--- src/rtl/imm_pkg.sv ---
// Shared opcode constants, instruction-format codes and skid-buffer states
// for the immediate generator.
package imm_pkg;

  localparam logic [6:0] LOAD      = 7'h03;
  localparam logic [6:0] MISC_MEM  = 7'h0F;
  localparam logic [6:0] OP_IMM    = 7'h13;
  localparam logic [6:0] OP_IMM_32 = 7'h1B;
  localparam logic [6:0] AUIPC     = 7'h17;
  localparam logic [6:0] STORE     = 7'h23;
  localparam logic [6:0] OP        = 7'h33;
  localparam logic [6:0] LUI       = 7'h37;
  localparam logic [6:0] OP_32     = 7'h3B;
  localparam logic [6:0] BRANCH    = 7'h63;
  localparam logic [6:0] JALR      = 7'h67;
  localparam logic [6:0] JAL       = 7'h6F;
  localparam logic [6:0] SYSTEM    = 7'h73;

  typedef enum logic [2:0] {
    FMT_R       = 3'd0,
    FMT_I       = 3'd1,
    FMT_S       = 3'd2,
    FMT_B       = 3'd3,
    FMT_U       = 3'd4,
    FMT_J       = 3'd5,
    FMT_SHAMT   = 3'd6,
    FMT_ILLEGAL = 3'd7
  } imm_fmt_e;

  typedef enum logic [1:0] {
    SK_EMPTY = 2'd0,
    SK_ONE   = 2'd1,
    SK_FULL  = 2'd2
  } skid_state_e;

endpackage

--- src/rtl/imm_decode.sv ---
// Combinational RV32/RV64 immediate decode: instruction + PC -> immediate, target, format.
// IMM_ILLEGAL_EN selects whether unknown opcodes are flagged illegal or decode as R.
module imm_decode
  import imm_pkg::*;
#(
  parameter int XLEN = 32
) (
  input  logic [31:0]     instr_i,
  input  logic [XLEN-1:0] pc_i,
  output logic [XLEN-1:0] imm_o,
  output logic [XLEN-1:0] target_o,
  output imm_fmt_e        fmt_o,
  output logic            illegal_o
);

  localparam bit RV64 = (XLEN == 64);

  logic [6:0] opcode;
  logic [2:0] funct3;
  logic       is_shift;
  logic       known;
  logic       pc_rel;

  assign opcode   = instr_i[6:0];
  assign funct3   = instr_i[14:12];
  assign is_shift = (funct3 == 3'b001) || (funct3 == 3'b101);

  always_comb begin
    fmt_o     = FMT_R;
    imm_o     = '0;
    known     = 1'b1;
    illegal_o = 1'b0;
    case (opcode)
      LOAD, MISC_MEM, JALR, SYSTEM: begin
        fmt_o = FMT_I;
        imm_o = XLEN'($signed(instr_i[31:20]));
      end
      OP_IMM, OP_IMM_32: begin
        if ((opcode == OP_IMM_32) && !RV64) begin
          known = 1'b0;
        end else if (is_shift) begin
          // Only RV64 OP-IMM has a 6-bit shamt; the W forms stay at 5 bits.
          fmt_o = FMT_SHAMT;
          if ((opcode == OP_IMM) && RV64) imm_o = XLEN'(instr_i[25:20]);
          else                            imm_o = XLEN'(instr_i[24:20]);
        end else begin
          fmt_o = FMT_I;
          imm_o = XLEN'($signed(instr_i[31:20]));
        end
      end
      STORE: begin
        fmt_o = FMT_S;
        imm_o = XLEN'($signed({instr_i[31:25], instr_i[11:7]}));
      end
      BRANCH: begin
        fmt_o = FMT_B;
        imm_o = XLEN'($signed({instr_i[31], instr_i[7], instr_i[30:25],
                               instr_i[11:8], 1'b0}));
      end
      LUI, AUIPC: begin
        fmt_o = FMT_U;
        imm_o = XLEN'($signed({instr_i[31:12], 12'b0}));
      end
      JAL: begin
        fmt_o = FMT_J;
        imm_o = XLEN'($signed({instr_i[31], instr_i[19:12], instr_i[20],
                               instr_i[30:21], 1'b0}));
      end
      OP: begin
        fmt_o = FMT_R;
      end
      OP_32: begin
        if (!RV64) known = 1'b0;
      end
      default: begin
        known = 1'b0;
      end
    endcase

    if (!known) begin
      imm_o = '0;
`ifdef IMM_ILLEGAL_EN
      fmt_o     = FMT_ILLEGAL;
      illegal_o = 1'b1;
`else
      fmt_o     = FMT_R;
      illegal_o = 1'b0;
`endif
    end
  end

  // JALR is excluded: its base is rs1, which is not available at decode.
  assign pc_rel   = (fmt_o == FMT_B) || (fmt_o == FMT_J) || (opcode == AUIPC);
  assign target_o = pc_rel ? (pc_i + imm_o) : '0;

endmodule

--- src/rtl/immediate_gen_pipe.sv ---
// Pipelined immediate generator: imm_decode followed by a 2-entry skid buffer
// (SKID=1) or a single output register (SKID=0). Build option: IMM_ILLEGAL_EN.
//
// state    | meaning
// SK_EMPTY | no result held, out_valid_o low
// SK_ONE   | one result on the output (entry 0)
// SK_FULL  | entry 0 on the output, entry 1 queued behind it, in_ready_o low
module immediate_gen_pipe
  import imm_pkg::*;
#(
  parameter int XLEN = 32,
  parameter int SKID = 1
) (
  input  logic            clk,
  input  logic            reset,
  input  logic            in_valid_i,
  output logic            in_ready_o,
  input  logic [31:0]     instr_i,
  input  logic [XLEN-1:0] pc_i,
  output logic            out_valid_o,
  input  logic            out_ready_i,
  output logic [XLEN-1:0] imm_o,
  output logic [XLEN-1:0] target_o,
  output logic [2:0]      fmt_o,
  output logic            illegal_o
);

  localparam int PW = 2 * XLEN + 4;

  logic [XLEN-1:0] dec_imm;
  logic [XLEN-1:0] dec_target;
  imm_fmt_e        dec_fmt;
  logic            dec_illegal;
  logic [PW-1:0]   dec_pl;

  logic [PW-1:0]   head_pl;
  logic            head_valid;
  logic            rdy_int;
  logic            in_fire;
  logic            out_fire;

  imm_decode #(.XLEN(XLEN)) u_decode (
    .instr_i   (instr_i),
    .pc_i      (pc_i),
    .imm_o     (dec_imm),
    .target_o  (dec_target),
    .fmt_o     (dec_fmt),
    .illegal_o (dec_illegal)
  );

  assign dec_pl = {dec_imm, dec_target, dec_fmt, dec_illegal};

  // Reset masks the handshake so nothing transfers on the reset edge.
  assign in_ready_o  = rdy_int & ~reset;
  assign out_valid_o = head_valid & ~reset;
  assign in_fire     = in_valid_i & in_ready_o;
  assign out_fire    = out_valid_o & out_ready_i;

  assign {imm_o, target_o, fmt_o, illegal_o} = reset ? '0 : head_pl;

  generate
    if (SKID != 0) begin : g_skid
      skid_state_e   state_q, state_d;
      logic [PW-1:0] e0_q, e0_d;
      logic [PW-1:0] e1_q, e1_d;
      logic          rdy_q;

      always_ff @(posedge clk) begin
        if (reset) begin
          state_q <= SK_EMPTY;
          e0_q    <= '0;
          e1_q    <= '0;
          rdy_q   <= 1'b1;
        end else begin
          state_q <= state_d;
          e0_q    <= e0_d;
          e1_q    <= e1_d;
          rdy_q   <= (state_d != SK_FULL);
        end
      end

      always_comb begin
        state_d = state_q;
        e0_d    = e0_q;
        e1_d    = e1_q;
        case (state_q)
          SK_EMPTY: begin
            if (in_fire) begin
              e0_d    = dec_pl;
              state_d = SK_ONE;
            end
          end
          SK_ONE: begin
            if (in_fire && out_fire) begin
              e0_d = dec_pl;
            end else if (in_fire) begin
              e1_d    = dec_pl;
              state_d = SK_FULL;
            end else if (out_fire) begin
              state_d = SK_EMPTY;
            end
          end
          SK_FULL: begin
            if (out_fire) begin
              e0_d    = e1_q;
              state_d = SK_ONE;
            end
          end
          default: begin
            state_d = SK_EMPTY;
          end
        endcase
      end

      assign head_valid = (state_q != SK_EMPTY);
      assign head_pl    = e0_q;
      assign rdy_int    = rdy_q;
    end else begin : g_reg
      logic          valid_q, valid_d;
      logic [PW-1:0] pl_q, pl_d;

      always_ff @(posedge clk) begin
        if (reset) begin
          valid_q <= 1'b0;
          pl_q    <= '0;
        end else begin
          valid_q <= valid_d;
          pl_q    <= pl_d;
        end
      end

      always_comb begin
        valid_d = valid_q;
        pl_d    = pl_q;
        if (in_fire) begin
          valid_d = 1'b1;
          pl_d    = dec_pl;
        end else if (out_fire) begin
          valid_d = 1'b0;
        end
      end

      assign head_valid = valid_q;
      assign head_pl    = pl_q;
      assign rdy_int    = !valid_q || out_ready_i;
    end
  endgenerate

endmodule

--- config.mk ---
export PLATFORM = sky130hd
export DESIGN_NAME = immediate_gen_pipe
export DESIGN_NICKNAME = d
export VERILOG_FILES = /design/src/rtl/imm_pkg.sv /design/src/rtl/imm_decode.sv /design/src/rtl/immediate_gen_pipe.sv
export SDC_FILE = /design/constraint.sdc
export NUM_CORES = 1
export LEC_CHECK = 0
export ABC_AREA = 1
export CAP_MARGIN = 40
export CORE_AREA = 2 2 148 150
export CTS_CLUSTER_SIZE = 10
export DETAILED_ROUTE_END_ITERATION = 12
export DIE_AREA = 0 0 150 152
export GPL_TIMING_DRIVEN = 0
export PLACE_DENSITY = 0.67
export SYNTH_ARGS = -nofsm -noshare
export SYNTH_HDL_FRONTEND = slang
export SYNTH_HIERARCHICAL = 1
export SYNTH_SLANG_ARGS = --single-unit
--- constraint.sdc ---
create_clock -name clk -period 3.9 [get_ports clk]
set_input_delay 0.39 -clock clk [delete_from_list [all_inputs] [get_ports clk]]
set_output_delay 0.39 -clock clk [all_outputs]
set_load 0.02 [all_outputs]
Yosys cells after proc, flatten, opt, wreduce, memory -nomap -nowiden
Cells that the tools add are included.
- memories kept: 0
- RAM bits: 0
- output and inout bits: 70
- logic and storage cells: 68
- bits in latches: 0
- ROM bits: 0
- flip-flop bits (word level): 138
- input bits: 68
- magnitude comparators: 0
- add/subtract/negate cells: 1
- reductions and logical operators: 13
- bitwise operators: 6
- shift-type cells: 0
- divide/modulo/power cells: 0
- mux-type cells: 22
- equality and inequality tests: 22
- multiply operators: 0
- operators by type and width (kind ; count):
    68-bit 2-to-1 mux ; 4
    68-bit case mux with 3 select lines ; 1
    32-bit case mux with 6 select lines ; 1
    32-bit 2-to-1 mux ; 4
    32-bit adder ; 1
    7-bit equality test, second input constant ; 4
    7-bit by 5-bit equality test with 1-bit output, second input constant ; 3
    7-bit by 6-bit equality test with 1-bit output, second input constant ; 3
    3-bit case mux with 6 select lines ; 1
    2-bit 2-to-1 mux ; 5
    10-bit OR reduction ; 1
    3-bit 2-to-1 mux ; 3
    2-bit inequality test, second input constant ; 4
    7-bit by 2-bit equality test with 1-bit output, second input constant ; 1
    7-bit by 4-bit equality test with 1-bit output, second input constant ; 1
    3-bit equality test, second input constant ; 2
    2-bit case mux with 3 select lines ; 1
    1-bit AND ; 4
    4-bit AND reduction ; 1
    2-bit OR reduction ; 2
    4-bit OR reduction ; 1
    3-bit by 1-bit equality test with 1-bit output, second input constant ; 1
    3-bit by 2-bit equality test with 1-bit output, second input constant ; 1
    1-bit logical OR ; 3
    other kinds (10) ; 11

Longest topological paths before layout
- depth in word-level cells: 12
- mapped depth: 26

Cells and area by module
Netlist, hierarchy kept.
- by module, submodules not included (module ; area each (um2) ; cells each ; instances):
    immediate_gen_pipe ; 6442.4 ; 1045 ; 1
    imm_decode ; 2905.3 ; 558 ; 1

Worst setup path before layout
Ideal clock, no wire load.
- path type: input-to-reg
- start point: input port instr_i[1]
- end point: register g_skid.e0_q[24]
- stages on the path: 21
- slack: 1.067 ns
- library setup time: 0.113 ns
- arrival time: 2.720 ns
- cells stage by stage: nand2_2 nor3_4 nand2_1 nor2_2 nor2_2 nand2_2 inv_2 nor3_1 ha_1 nand2_1 inv_1 a21boi_0 nand3_1 nand2_1 nand2_1 o21ai_0 nor2_1 nand2_1 nand2_1 nor2_1 nor2_1
- RTL lines (element ; RTL line ; source):
    start, declared ; immediate_gen_pipe.sv:18 ; input logic [31:0] instr_i,
    7-bit by 2-bit equality test with 1-bit output (tied with other cells) ; imm_decode.sv:33 ; case (opcode)
    10-bit OR reduction (no line) (tied with other cells) ; n/a ;
    1-bit case mux with 2 select lines or 32-bit case mux with 6 select lines (tied branches) ; imm_decode.sv:33 ;
    32-bit 2-to-1 mux * ; imm_decode.sv:80 ; if (!known) begin
    via dec_imm[10] ; immediate_gen_pipe.sv:30 ; logic [XLEN-1:0] dec_imm;
    32-bit adder * ; imm_decode.sv:94 ; assign target_o = pc_rel ? (pc_i + imm_o) : '0;
    32-bit 2-to-1 mux * ; imm_decode.sv:94 ;
    via dec_target[20] ; immediate_gen_pipe.sv:31 ; logic [XLEN-1:0] dec_target;
    68-bit 2-to-1 mux (on tied branches) ; immediate_gen_pipe.sv:94, immediate_gen_pipe.sv:88 ;
    68-bit case mux with 3 select lines * ; immediate_gen_pipe.sv:86 ; case (state_q)
    end signal, assigned ; immediate_gen_pipe.sv:71 ; e0_q <= '0;
    end signal, assigned ; immediate_gen_pipe.sv:76 ; e0_q <= e0_d;
    end, declared ; immediate_gen_pipe.sv:64 ; logic [PW-1:0] e0_q, e0_d;
The timed path passes the listed nets; every way through them passes the cells marked *. The select of a mux whose other input is x is not followed.
A chain may end at the register's enable or synchronous reset.

Worst setup path after layout
- start point: input port instr_i[5]
- end point: register g_skid.e0_q[35]
The elaborated chain is that of the path after synthesis.

==> impl_metrics.toml <==
[yosys]
synth_cell_types = 42
synth_async_sr_flop_share_pct = 0
synth_sequential_area_ratio_pct = 29.8
synth_top_family_by_area = "simple AND/OR/NAND/NOR gates"
syn_avg_cell_area_um2 = 5.83
muxShareOfSynthArea_pct = 0
synth_xor_xnor_area_share_pct = 1.50
synth_top_flop_cell = "dfxtp_1"
synth_fp_nets = 1703
synth.yosys.warnings = 6
syn-instance-count = 1603
synthAdderAreaFrac_pct = 4.36
synth-compound-area-share_pct = 9.44
number_of_synthesized_flops_with_an_enable_pin = 0
syn_area_mm2 = 0.00935
synth-simple-area-share_pct = 43.9
synth-seq-cells = 139

[route]
drt_drc_violations_left = 0
drt_first_pass_iters = 7
post_drt_wl_per_cell_um = 14.5
postRouteWirelength_um = 29900
detail_route_antenna_nets = 0
detailroute.via_count = 9916
detailedRoute.firstIterationViolations = 738
post_drt_via_cell_ratio = 4.83

[placed_design]
dpl.hpwl_um = 24100
placed_cells_incl_taps = 2020
port_buffers = 136
dpl_worst_slack_ns = -0.421
gpl.final_weighted_congestion = 0.953

[cells_and_area]
layout.cells.most_common = "nand2_1"
n_antenna_cell = 0
non_filler_instance_count_after_layout = 2053
nFillCells = 2202
layout.nets = 1860
layout_common_cells = "506 x nand2_1, 421 x nor2_1, 149 x inv_1"
synthToLayoutAreaGrowth_pct = 25.6
drive_above_1_share_pct = 8.18

[floorplan]
die-width_um = 150
die_area_mm2 = 0.0228
start_util_pct = 43.8
io_pins = 138
die_h_um = 152
fp-row-count = 54
coreArea_mm2 = 0.0214

[pwr]
switching_share_of_total_power_pct = 30.3
ir_worst_vdd_v = 0.000280
power_frac_seq_pct = 39.5
static-leakage-power_uw = 0.00594
share_comb_of_total_power_pct = 18.5
netSwitchingPower_uw = 1160
powerDensity_mw_per_mm2 = 326
p_int_uw = 2670
design_power_total_uw = 3830
p_clk_share_pct = 42.0

[job]
max_cap_viol_count = 0

[global_route]
global_route_wire_length_before_repair_um = 47300
grt_usage_pct = 26.4
antenna_found_initial = 0
maximum_number_of_pins_on_one_net_before_global_route_repair = 17
grt_overflow = 0
number_of_global_route_vias_before_repair = 9008

[timing]
rsz_0062_raised_after_global_routing = "true"
fmaxAchievable_mhz = 273
timing.max_slew.rel_slack_pct = 56.3
timing_hold_violations_final = 0
timing.final.setup_violations = 0
fin_skew_ns = 0.00978
timing_max_transition_violations_final = 0
period_share_pct = 94.1
final.setup.worst_slack_ns = 0.230
final.min_clock_period_ns = 3.67
worst_slew_pin_slew_ns = 0.655
total_negative_setup_slacks_ns = 0

[setup_path]
critPathArrivalTime_ns = 4.03
critical_path.startpoint_type = "input port"
worst-path-buf-inv = 5
timing.critical_path.max_delay_family = "simple AND/OR/NAND/NOR gates"
timing.critical_path.mode_cell = "nand2_1"
critPathCaptureType = "flop"
worstPathRequired_ns = 4.26
cpPeakStageDelay_ns = 0.58
crit_path_max_fanout = 6
worst-setup-path-type = "in2reg"
cpMaxStageDelayCell = "clkdlybuf4s50_1"

[clock_tree]
numCtsBuffers = 17
clkTransAtPathRegs_ns = 0.07
max-clock-path-buffers = 2
tritoncts_num_sinks = 139
clkLatencyLatePin_ns = 0.44
clock_tree.root_cell = "clkbuf_16"
cts_tree = "yes"
cts-htree-levels = 4

[hold_path]
hold_path_class = "in2reg"

[run_status]
run_status = "finished clean"
-- cell type report --
cell class	count	area [µm²]	area share (%)
Tap cell	280	350	2.98
Sequential cell	139	2780	23.7
Clock inverter	15	155	1.32
Buffer	72	432	3.68
Timing Repair Buffer	138	1370	11.7
Clock buffer	17	425	3.62
Inverter	159	597	5.08
Multi-Input combinational cell	1233	5620	47.9
-- worst min-delay path: cells and delay by family --
kind            cells  cell delay (ns)
compound gates      1             0.08
buf+inv             1             0.14
simple gates        1             0.08
-- power by group through the flow --
| stage | logic [µW] | registers [µW] | clock network (µW) |
|---|---|---|---|
| 2_1_floorplan | 439 | 1540 | 0 |
| 3_3_place_gp | 696 | 1540 | 0 |
| 3_5_place_dp | 697 | 1540 | 0 |
| 4_1_cts | 702 | 1510 | 1630 |
| 5_1_grt | 791 | 1520 | 1690 |
| 6_report | 709 | 1510 | 1610 |
-- cells in the mapped netlist (3+ instances only) --
cell type	count	share of area (%)
nand4_1	7	0.47
o21ai_1	7	0.37
buf_4	4	0.32
inv_2	9	0.36
clkbuf_1	24	0.96
nand3b_1	4	0.32
o21bai_1	6	0.48
nor3_2	4	0.43
nand3_1	32	1.7
nor2_4	3	0.36
xnor2_1	14	1.3
nor2_2	6	0.40
o21ai_2	11	1.0
ha_1	31	4.1
buf_6	14	1.7
a21o_1	5	0.40
nor2_1	422	17
o21ai_0	80	4.3
nand2_1	506	20
dfxtp_1	139	30
nand3_2	9	0.96
nand2_2	11	0.74
a21oi_1	49	2.6
buf_2	24	1.3
buf_1	4	0.16
inv_1	149	6.0
nor3_1	12	0.64
-- final timing paths --
| path | startpoint | to | slack [ns] | depth (start not counted) |
|---|---|---|---|---|
| worst max-delay path | instr_i[5] | g_skid.e0_q[35]$_SDFFE_PP0P_ | 0.23 | 25 |
| worst min-delay path | reset | g_skid.rdy_q$_SDFF_PP1_ | 0.29 | 3 |
| worst max register to register | g_skid.state_q[1]$_SDFF_PP0_ | g_skid.e0_q[17]$_SDFFE_PP0P_ | 2.35 | 9 |
| worst min register to register | g_skid.e1_q[5]$_SDFFE_PP0P_ | g_skid.e1_q[5]$_SDFFE_PP0P_ | 0.48 | 2 |
-- logic make-up after synthesis --
logic type,Yosys count
flip-flops,139
buffers and inverters,231
AND/OR/NAND/NOR,1023
XOR/XNOR,16
adder cells (fa/ha/maj),32
AO/OA/AOI/OAI,161
other,1
-- sequential cells by signal, summed over array words and instances (netlist names) --
name,count
g_skid.rdy_q,1
g_skid.e0_q,68
g_skid.state_q,2
g_skid.e1_q,68
-- metal layers --
metal	vias up	track usage, %	wire length, µm	part of all wire, %
met3	38	3.90	1380	4.6
met1	4393	36.6	14300	48
met4	0	7.23	614	2.1
li1	5226	-	-	-
met5	-	0	0	0
met2	259	42.5	13600	45
-- per-stage QoR --
stage | hold WS, ns | cell area [µm²] | utilization (%)
after floorplan | 0.454 | 9350 | -
after global placement | 0.462 | 11100 | 51.8
after detailed placement | 0.471 | 11100 | 51.8
after CTS | 0.292 | 11600 | 54.5
after global routing | 0.308 | 11700 | 55.0
final | 0.293 | 11700 | 55.0
-- repair_timing --
| item | in CTS | in global routing |
|---|---|---|
| buffers inserted | 0 | 1 |
| endpoints found under the setup margin | 0 | 47 |
| resized for setup | 0 | 22 |
| hold buffers | 0 | 0 |
Note: power is estimated with default switching activity, not from simulation.
